## config.mk

```make
export PLATFORM = sky130hd
export DESIGN_NAME = sysid_read_arbiter
export DESIGN_NICKNAME = d
export VERILOG_FILES = /design/src/rtl/sysid_read_arbiter.sv
export SDC_FILE = /design/constraint.sdc
export NUM_CORES = 1
export LEC_CHECK = 0
export BUFFER_PORTS_ARGS = -buffer_cell sky130_fd_sc_hd__buf_2
export CORE_ASPECT_RATIO = 1.2
export CORE_MARGIN = 4
export CORE_UTILIZATION = 35
export CTS_BUF_LIST = sky130_fd_sc_hd__clkbuf_16
export CTS_CLUSTER_SIZE = 30
export DETAILED_ROUTE_END_ITERATION = 6
export GPL_ROUTABILITY_DRIVEN = 0
export PLACE_DENSITY_LB_ADDON = 0.08
export SETUP_SLACK_MARGIN = 0.1
export SYNTH_ARGS = -nofsm -noshare
export SYNTH_HDL_FRONTEND = slang
export SYNTH_SLANG_ARGS = --single-unit
```

## constraint.sdc

```tcl
create_clock -name clock -period 5.3 [get_ports clock]
set_input_delay 0 -clock clock [delete_from_list [all_inputs] [get_ports clock]]
set_output_delay 0 -clock clock [all_outputs]
set_load 0.1 [all_outputs]
```

## src/rtl/sysid_read_arbiter.sv

```systemverilog
// sysid_read_arbiter: round-robin two-master Avalon-MM read arbiter for the system-ID slave
module sysid_read_arbiter #(
    parameter int DATA_W        = 32,
    parameter int SLAVE_LATENCY = 0
) (
    input  logic              clock,
    input  logic              reset,
    input  logic              m0_read,
    input  logic              m0_address,
    output logic              m0_waitrequest,
    output logic [DATA_W-1:0] m0_readdata,
    output logic              m0_readdatavalid,
    input  logic              m1_read,
    input  logic              m1_address,
    output logic              m1_waitrequest,
    output logic [DATA_W-1:0] m1_readdata,
    output logic              m1_readdatavalid,
    output logic              s_address,
    output logic              s_read,
    input  logic [DATA_W-1:0] s_readdata,
    output logic              busy,
    output logic              owner
);
    typedef enum logic [1:0] {IDLE, ISSUE, WAIT, RESP} state_t;
    state_t            state_q, state_d;
    logic [1:0]        cnt_q, cnt_d;
    logic              last_q, last_d, owner_q, owner_d, addr_q, addr_d, gnt, cap;
    logic [DATA_W-1:0] m0_data_q, m0_data_d, m1_data_q, m1_data_d;
    // Arbitration, slave latency countdown and capture of the slave word into the owner's data register
    always_comb begin
        state_d = state_q;
        cnt_d   = cnt_q;
        last_d  = last_q;
        owner_d = owner_q;
        addr_d  = addr_q;
        gnt     = 1'b0;
        cap     = 1'b0;
        case (state_q)
            IDLE: begin
                gnt = (m0_read & m1_read) ? ~last_q : m1_read;
                if (m0_read | m1_read) begin
                    owner_d = gnt;
                    addr_d  = gnt ? m1_address : m0_address;
                    cnt_d   = 2'(SLAVE_LATENCY);
                    state_d = ISSUE;
                end
            end
            ISSUE: begin
                cap     = cnt_q == 2'd0;
                state_d = cap ? RESP : WAIT;
            end
            WAIT: begin
                cnt_d   = cnt_q - 2'd1;
                cap     = cnt_q == 2'd1;
                state_d = cap ? RESP : WAIT;
            end
            default: begin
                last_d  = owner_q;
                state_d = IDLE;
            end
        endcase
        m0_data_d = (cap & ~owner_q) ? s_readdata : m0_data_q;
        m1_data_d = (cap & owner_q) ? s_readdata : m1_data_q;
    end
    // State registers; last starts at 1 so master 0 wins the first tie
    always_ff @(posedge clock or posedge reset) begin
        if (reset) begin
            state_q   <= IDLE;
            cnt_q     <= 2'd0;
            last_q    <= 1'b1;
            owner_q   <= 1'b0;
            addr_q    <= 1'b0;
            m0_data_q <= '0;
            m1_data_q <= '0;
        end else begin
            state_q   <= state_d;
            cnt_q     <= cnt_d;
            last_q    <= last_d;
            owner_q   <= owner_d;
            addr_q    <= addr_d;
            m0_data_q <= m0_data_d;
            m1_data_q <= m1_data_d;
        end
    end
    assign m0_readdatavalid = (state_q == RESP) & ~owner_q;
    assign m1_readdatavalid = (state_q == RESP) & owner_q;
    assign m0_waitrequest   = ~m0_readdatavalid;
    assign m1_waitrequest   = ~m1_readdatavalid;
    assign m0_readdata      = m0_data_q;
    assign m1_readdata      = m1_data_q;
    assign s_address        = addr_q;
    assign s_read           = (state_q == ISSUE) | (state_q == WAIT);
    assign busy             = state_q != IDLE;
    assign owner            = owner_q;
endmodule

```

# After elaboration in Yosys (flattened, before gate mapping)
# Cells that the tools add are included.
[word_totals]
latchBits = 0
regBits = 71
output_inout_bits = 72
wordCells = 40
rom_bits = 0
ram_bits = 0
memories = 0
input_bits = 38
[classes]
shifts = 0
mul = 0
n_lt_le_gt_ge = 0
div = 0
n_addsub = 1
reduce_logical = 7
bitwise_logic = 11
muxes = 9
n_eq_ne = 5
[op_table]
columns = ["op", "count"]
rows = [
  ["$pmux W2 S3", 1],
  ["$and A1 B1 Y1", 5],
  ["$eq A2 B1 Y1 const B", 2],
  ["$eq A2 B2 Y1 const B", 2],
  ["$logic_not A2 Y1", 2],
  ["$mux W1", 4],
  ["$mux W2", 2],
  ["$not A1 Y1", 4],
  ["$pmux W2 S2", 1],
  ["$reduce_and A2 Y1", 2],
  ["$reduce_bool A2 Y1", 2],
  ["$reduce_or A3 Y1", 1],
  ["$ne A2 B2 Y1 const B", 1],
  ["$or A1 B1 Y1", 2],
  ["$pmux W1 S2", 1],
  ["$sub A2 B1 Y2 const B", 1],
]

# Depth between registers and ports, before layout
# Gate-level depths: netlist of run 1.
[logic_depth]
ltp_word = 3
mapped_depth = 6

# Worst setup path after synthesis of run 1
# OpenSTA, ideal clock, no wires.
[synth_path]
path_type = "register to output"
start = "register owner_q, in the netlist owner"
end = "output port m1_readdatavalid"
arrival_time_ns = 2.794
path_stages_with_launch = 3
path_buffers = 0
slack_ns = 2.506
path_cell_list = "dfrtp_1 -> nand2_1 -> inv_1"
[synth_between]
elab_chain_cells = 1
[synth_lines]
columns = ["item", "line", "text"]
rows = [
  ["start, declared", "27", "logic last_q, last_d, owner_q, owner_d, addr_q, addr_d, gnt, cap;"],
  ["start signal, assigned", "79", "owner_q <= owner_d;"],
  ["$and A1 B1 Y1", "86", "assign m1_readdatavalid = (state_q == RESP) & owner_q;"],
  ["end, declared", "17", "output logic m1_readdatavalid,"],
]
# Every way passes these cells.

# Worst setup path after layout of run 1
[layout_path]
start = "register state_q[0]"
end = "register m0_data_q[1], in the netlist m0_readdata[1]"
[layout_between]
elab_chain_cells = 3
[layout_lines]
columns = ["item", "line", "text"]
rows = [
  ["start, declared", "25", "state_t state_q, state_d;"],
  ["start signal, assigned", "76", "state_q <= state_d;"],
  ["$eq A2 B2 Y1 or $eq A2 B1 Y1 (tied branches)", "38", "case (state_q)"],
  ["$pmux W1 S2 *", "38", ""],
  ["$and A1 B1 Y1 *", "62", "m0_data_d = (cap & ~owner_q) ? s_readdata : m0_data_q;"],
  ["end signal, assigned", "81", "m0_data_q <= m0_data_d;"],
  ["end, declared", "28", "logic [DATA_W-1:0] m0_data_q, m0_data_d, m1_data_q, m1_data_d;"],
]
# Mark *: on every way between the ends. The rest lies on a longest branch, timed or not.
# A chain may end at the register's enable or synchronous reset.

==> impl_metrics.ini, run 1 <==
[critical_path]
cp_max_fo = 19
slowest_stage = nor3b_4
slowest_delay_ns = 0.64
crit_required_ns = 5.50
crit_type = reg -> reg
r2r-start = state_q[0]
r2r-end = m0_readdata[1]
timing.reg2reg.setup_slack_ns = 2.89
start_kind = register
reg2regPathDepth = 6
arrival_ns = 2.61
crit_chain = inv_1 > ha_1 > a22oi_2 > nor3b_4 > buf_4 > mux2_2
worstSetupEndpointType = register

[status]
outcome = complete, no violations

[cells_and_area]
finalNetCount = 382
multiInputGateArea_um2 = 1008
syn2layout_area_growth_pct = 44.14
fillers = 722
drive_above_1_share_pct = 57.02
num_antenna_cells = 0
regArea_um2 = 1778

[timing]
post-route-period-util_pct = 45.47
finalSetupTns_ns = 0
tightest_slew_ns = 1.026
fmax_mhz = 415.0
finalSetupViolCount = 0
relSlewSlack_pct = 31.45
fin_skew_ns = 0.006171
rsz0062_at_grt = no
fin_crit_ns = 2.410
hold_viol = 0
slew_violations = 0

[logic_synthesis]
synthDistinctLibCells = 26
ys_seq_area_share_pct = 61.25
synthFlopType = dfrtp_1
synth_fp_nets = 230
synth_area_um2 = 2903
avgSynthCellArea_um2 = 15.69
synth-async-reset-ratio_pct = 100.0
synth_edf_count = 0
ys_warn_count = 0
ys_ff_latch = 71
synth_cells = 185

[clock_network]
cts_sinks = 71
clock_latency_ns = 0.32
cts_tree = built
cts.path.max_buffers = 2
cts_inserted_buffers = 9
clk_transition_reported_paths_ns = 0.05
post_cts_resized = 0
cts.htree.levels = 3
cts-root-buf = clkbuf_16

[global_routing]
grt_pass1_vias = 2148
grt-ovfl-total = 0
antenna_found_initial = 0
grt_max_degree = 72
grt_pass1_wl_um = 10690
track_usage_pct = 13.84

[worst_hold_path]
hold_depth = 3
hold_end = state_q[0]
hold_class = in -> reg
hold_path_startpoint = m0_read

[floorplan]
num_rows = 36
core_area_um2 = 8108
start_util_pct = 35.80
die-width_um = 91.14
dieArea_um2 = 9821
ios = 110
dieHeight_um = 107.8

[routing]
antenna_left = 0
drc = 0
viasPerCell = 4.629
wl_per_cell_um = 14.56
first_pass_iters = 4
wirelength_um = 6361
route.vias.total = 2023
drt_iter0_drc = 40

[flow_run]
drv_cap = 0

[placed_design]
dp_hpwl_um = 4192
port_buffers = 109
-- stage by stage --
| stage | cell area, µm² | hold WS (ns) | utilization (%) | cells | setup WS [ns] |
|---|---|---|---|---|---|
| 2_1_floorplan | 2903 | 0.1342 | - | 185 | 2.506 |
| 5_1_grt | 4184 | 0.09972 | 51.60 | 437 | 2.723 |
| 4_1_cts | 4184 | 0.06162 | 51.60 | 437 | 2.845 |
| 3_3_place_gp | 3500 | 0.2465 | 43.16 | 384 | 2.901 |
| 6_report | 4184 | 0.07097 | 51.60 | 437 | 2.890 |
| 3_5_place_dp | 3500 | 0.2500 | 43.16 | 384 | 2.816 |
-- cell type report --
type / count / area share, %
Clock buffer: 9 / 5.383
Tap cell: 95 / 2.841
Sequential cell: 71 / 42.49
Timing Repair Buffer: 148 / 22.25
Multi-Input combinational cell: 98 / 24.10
Clock inverter: 7 / 2.123
Inverter: 9 / 0.8074
-- synth_stat cells, types with 2 or more instances --
| master | n | area share [%] |
|---|---|---|
| buf_6 | 3 | 1.2 |
| clkbuf_8 | 3 | 1.4 |
| dfrtp_1 | 70 | 60 |
| ha_1 | 7 | 3.0 |
| inv_1 | 9 | 1.2 |
| mux2_2 | 59 | 23 |
| mux2_4 | 5 | 2.6 |
| nand2_1 | 6 | 0.78 |
| nor2_1 | 3 | 0.39 |
| o21a_1 | 2 | 0.52 |
| o21ai_0 | 3 | 0.52 |
-- worst max-delay path, delay by kind of cell (launching register included) --
kind	cells	cell delay, ns
compound gates	1	0.12
fa+ha+maj	1	0.21
buf+inv	2	0.51
flops	1	0.42
mux	1	0.37
simple gates	1	0.64
-- state kept, by name (all words and copies together), names as in the netlist --
| signal | count |
|---|---|
| m0_readdata | 32 |
| m1_readdata | 32 |
| cnt_q | 2 |
| state_q | 2 |
| last_q | 1 |
| owner | 1 |
| s_address | 1 |
-- repair_timing --
action	CTS	global route
endpoints found under the setup margin	0	0
hold buffers	37	0
hold endpoints to repair	100	0
buffers inserted	0	0
-- logic make-up after synthesis --
logic type | count (synthesis) | synth area share (%)
flip-flops | 71 | 61.25
multiplexers | 65 | 25.82
buffers and inverters | 16 | 4.009
AND/OR/NAND/NOR | 14 | 2.931
AO/OA/AOI/OAI | 12 | 2.974
adder cells (fa/ha/maj) | 7 | 3.017
-- per-layer routing --
layer | track usage (%) | wire (µm)
met1 | 17.17 | 2826
met2 | 22.09 | 3044
met3 | 3.566 | 349
met4 | 7.435 | 141
met5 | 0 | 0
-- worst max path at each step --
stage,from,to,slack (ns)
6_report,state_q[0],m0_readdata[1],2.89
4_1_cts,state_q[0],m0_readdata[13],2.84
2_1_floorplan,owner,m1_readdatavalid,2.51
5_1_grt,state_q[0],m0_readdata[12],2.72
3_5_place_dp,state_q[0],m0_readdata[9],2.82
3_3_place_gp,state_q[0],m0_readdata[9],2.90
-- cells in the final DEF (no fill, tap or decap), types with 2 or more instances in the layout --
master	synthesis	layout
inv_1	9	9
o21a_1	2	2
nand2_1	6	6
clkbuf_16	0	9
buf_2	0	109
mux2_2	59	59
bufinv_16	0	2
nor2_1	3	3
mux2_4	5	5
o21ai_0	3	3
ha_1	7	7
dlygate4sd3_1	0	37
dfrtp_1	70	70
buf_4	1	2
Power of run 1 is not shown: default switching activity piles up to over one toggle a cycle in this logic, so the estimate is an artifact.
==> run 2, diff against run 1 <==
- clock period: 5.3 -> 2.4 ns (I/O delays scaled with it)
==> run 2 against run 1 <==
Count of clock-buffer cells in the layout stayed put. Via count shrank 0.89%. Clock skew grew 0.00072 ns. Routed wire length increased by 0.85%. Final cell count grew 0.23%. Sequential share of layout area down 0.25 points. Utilization increased by 0.31 points. Worst hold slack worse by 0.049 ns. Design area rose by 0.60%. Non-clock buffer count rose by 1. Critical path depth decreased by 1. Register-to-register slack worse by 2.4 ns. Critical endpoint is now m0_readdata[14].
==> impl_metrics.ini, run 2 (synthesis results as in run 1) <==
[status]
outcome = complete, no violations

[cells_and_area]
drive_above_1_share_pct = 58.89
finalNetCount = 383
num_antenna_cells = 0
regArea_um2 = 1778
final_cell_mix = 109 x buf_2, 70 x dfrtp_1, 59 x mux2_2
syn2layout_area_growth_pct = 45.00
fillers = 726
multiInputGateArea_um2 = 1016
layout_commonest_cell = buf_2

[critical_path]
cp_max_fo = 23
arrival_ns = 2.10
worstSetupEndpointType = register
crit_cells = 5
slowest_delay_ns = 0.41
critPathBufInv = 2
slowest_stage = dfrtp_1
startpoint = state_q[0]
crit_chain = inv_1 > ha_2 > nor3b_4 > buf_4 > mux2_2
crit_type = reg -> reg
crit_required_ns = 2.60
r2r-start = state_q[0]
reg2regPathDepth = 5
cp_top_family = buffers and inverters
r2r-end = m0_readdata[14]
start_kind = register
timing.reg2reg.setup_slack_ns = 0.50

[worst_hold_path]
hold_depth = 3
hold_class = in -> reg
hold_end = owner
hold_path_startpoint = m1_read

[timing]
tightest_slew_ns = 0.7884
hold_viol = 0
fmax_mhz = 527.2
finalSetupTns_ns = 0
post-route-period-util_pct = 79.03
fin_skew_ns = 0.006890
finalSetupViolCount = 0
fin_crit_ns = 1.897
relSlewSlack_pct = 47.37
rsz0062_at_grt = no
slew_violations = 0
worst_hold_slack_ns = 0.02147

[flow_run]
drv_cap = 0

[floorplan]
dieArea_um2 = 9821
dieHeight_um = 107.8
ios = 110
die-width_um = 91.14
start_util_pct = 35.80
num_rows = 36
core_area_um2 = 8108

[placed_design]
dp_hpwl_um = 4489
port_buffers = 109

[routing]
antenna_left = 0
first_pass_iters = 2
wirelength_um = 6415
viasPerCell = 4.578
drc = 0
drt_iter0_drc = 14
route.vias.total = 2005
wl_per_cell_um = 14.65

[global_routing]
track_usage_pct = 13.51
grt_pass1_vias = 2195
antenna_found_initial = 0
grt_pass1_wl_um = 10450
grt_max_degree = 37
grt-ovfl-total = 0

[clock_network]
cts_sinks = 71
cts.path.max_buffers = 2
cts_hold_buf = 35
cts_tree = built
clock_latency_ns = 0.32
post_cts_resized = 0
cts-root-buf = clkbuf_16
cts_inserted_buffers = 9
post_cts_buffers = 0
clk_transition_reported_paths_ns = 0.05
cts.htree.levels = 3
run 2: how the worst max path moves through the flow:
stage / end / slack [ns]
4_1_cts: m0_readdata[14] / 0.47
2_1_floorplan: m1_readdatavalid / 0.17
3_3_place_gp: m0_readdata[13] / 0.53
6_report: m0_readdata[14] / 0.50
3_5_place_dp: m0_readdata[14] / 0.49
5_1_grt: s_address / 0.36
run 2: worst reg2reg max path, cell delays in order (launching register included):
cell and delay, ns:
dfrtp_1 0.41, inv_1 0.09, ha_2 0.35, nor3b_4 0.19
buf_4 0.36, mux2_2 0.39
run 2: final cells by class:
class,instances,area share [%]
sequential,71,42.24
multi-input combinational,98,24.14
timing repair buffer,149,22.47
clock buffer,9,5.351
tap,95,2.824
clock inverter,7,2.081
inverter,9,0.8918
run 2: per-layer routing:
metal / GRT usage, % / part of all wire, % / vias up / routed length (µm)
met1: 15.75 / 42 / 983 / 2669
met2: 23.83 / 52 / 63 / 3309
met3: 3.007 / 5.2 / 7 / 336
met5: 0 / 0 / - / 0
met4: 5.819 / 1.6 / 0 / 100
li1: - / - / 952 / -
run 2: through the flow:
stage          cell area, µm²  utilization (%)  instances  worst slack [ns]
6_report                 4209            51.91        438            0.5034
5_1_grt                  4209            51.91        438            0.3645
4_1_cts                  4209            51.91        438            0.4736
3_5_place_dp             3546            43.73        387            0.4868
3_3_place_gp             3546            43.73        387            0.5273
2_1_floorplan            2914                -        185            0.1725
Power of run 2 is left out for the same reason.
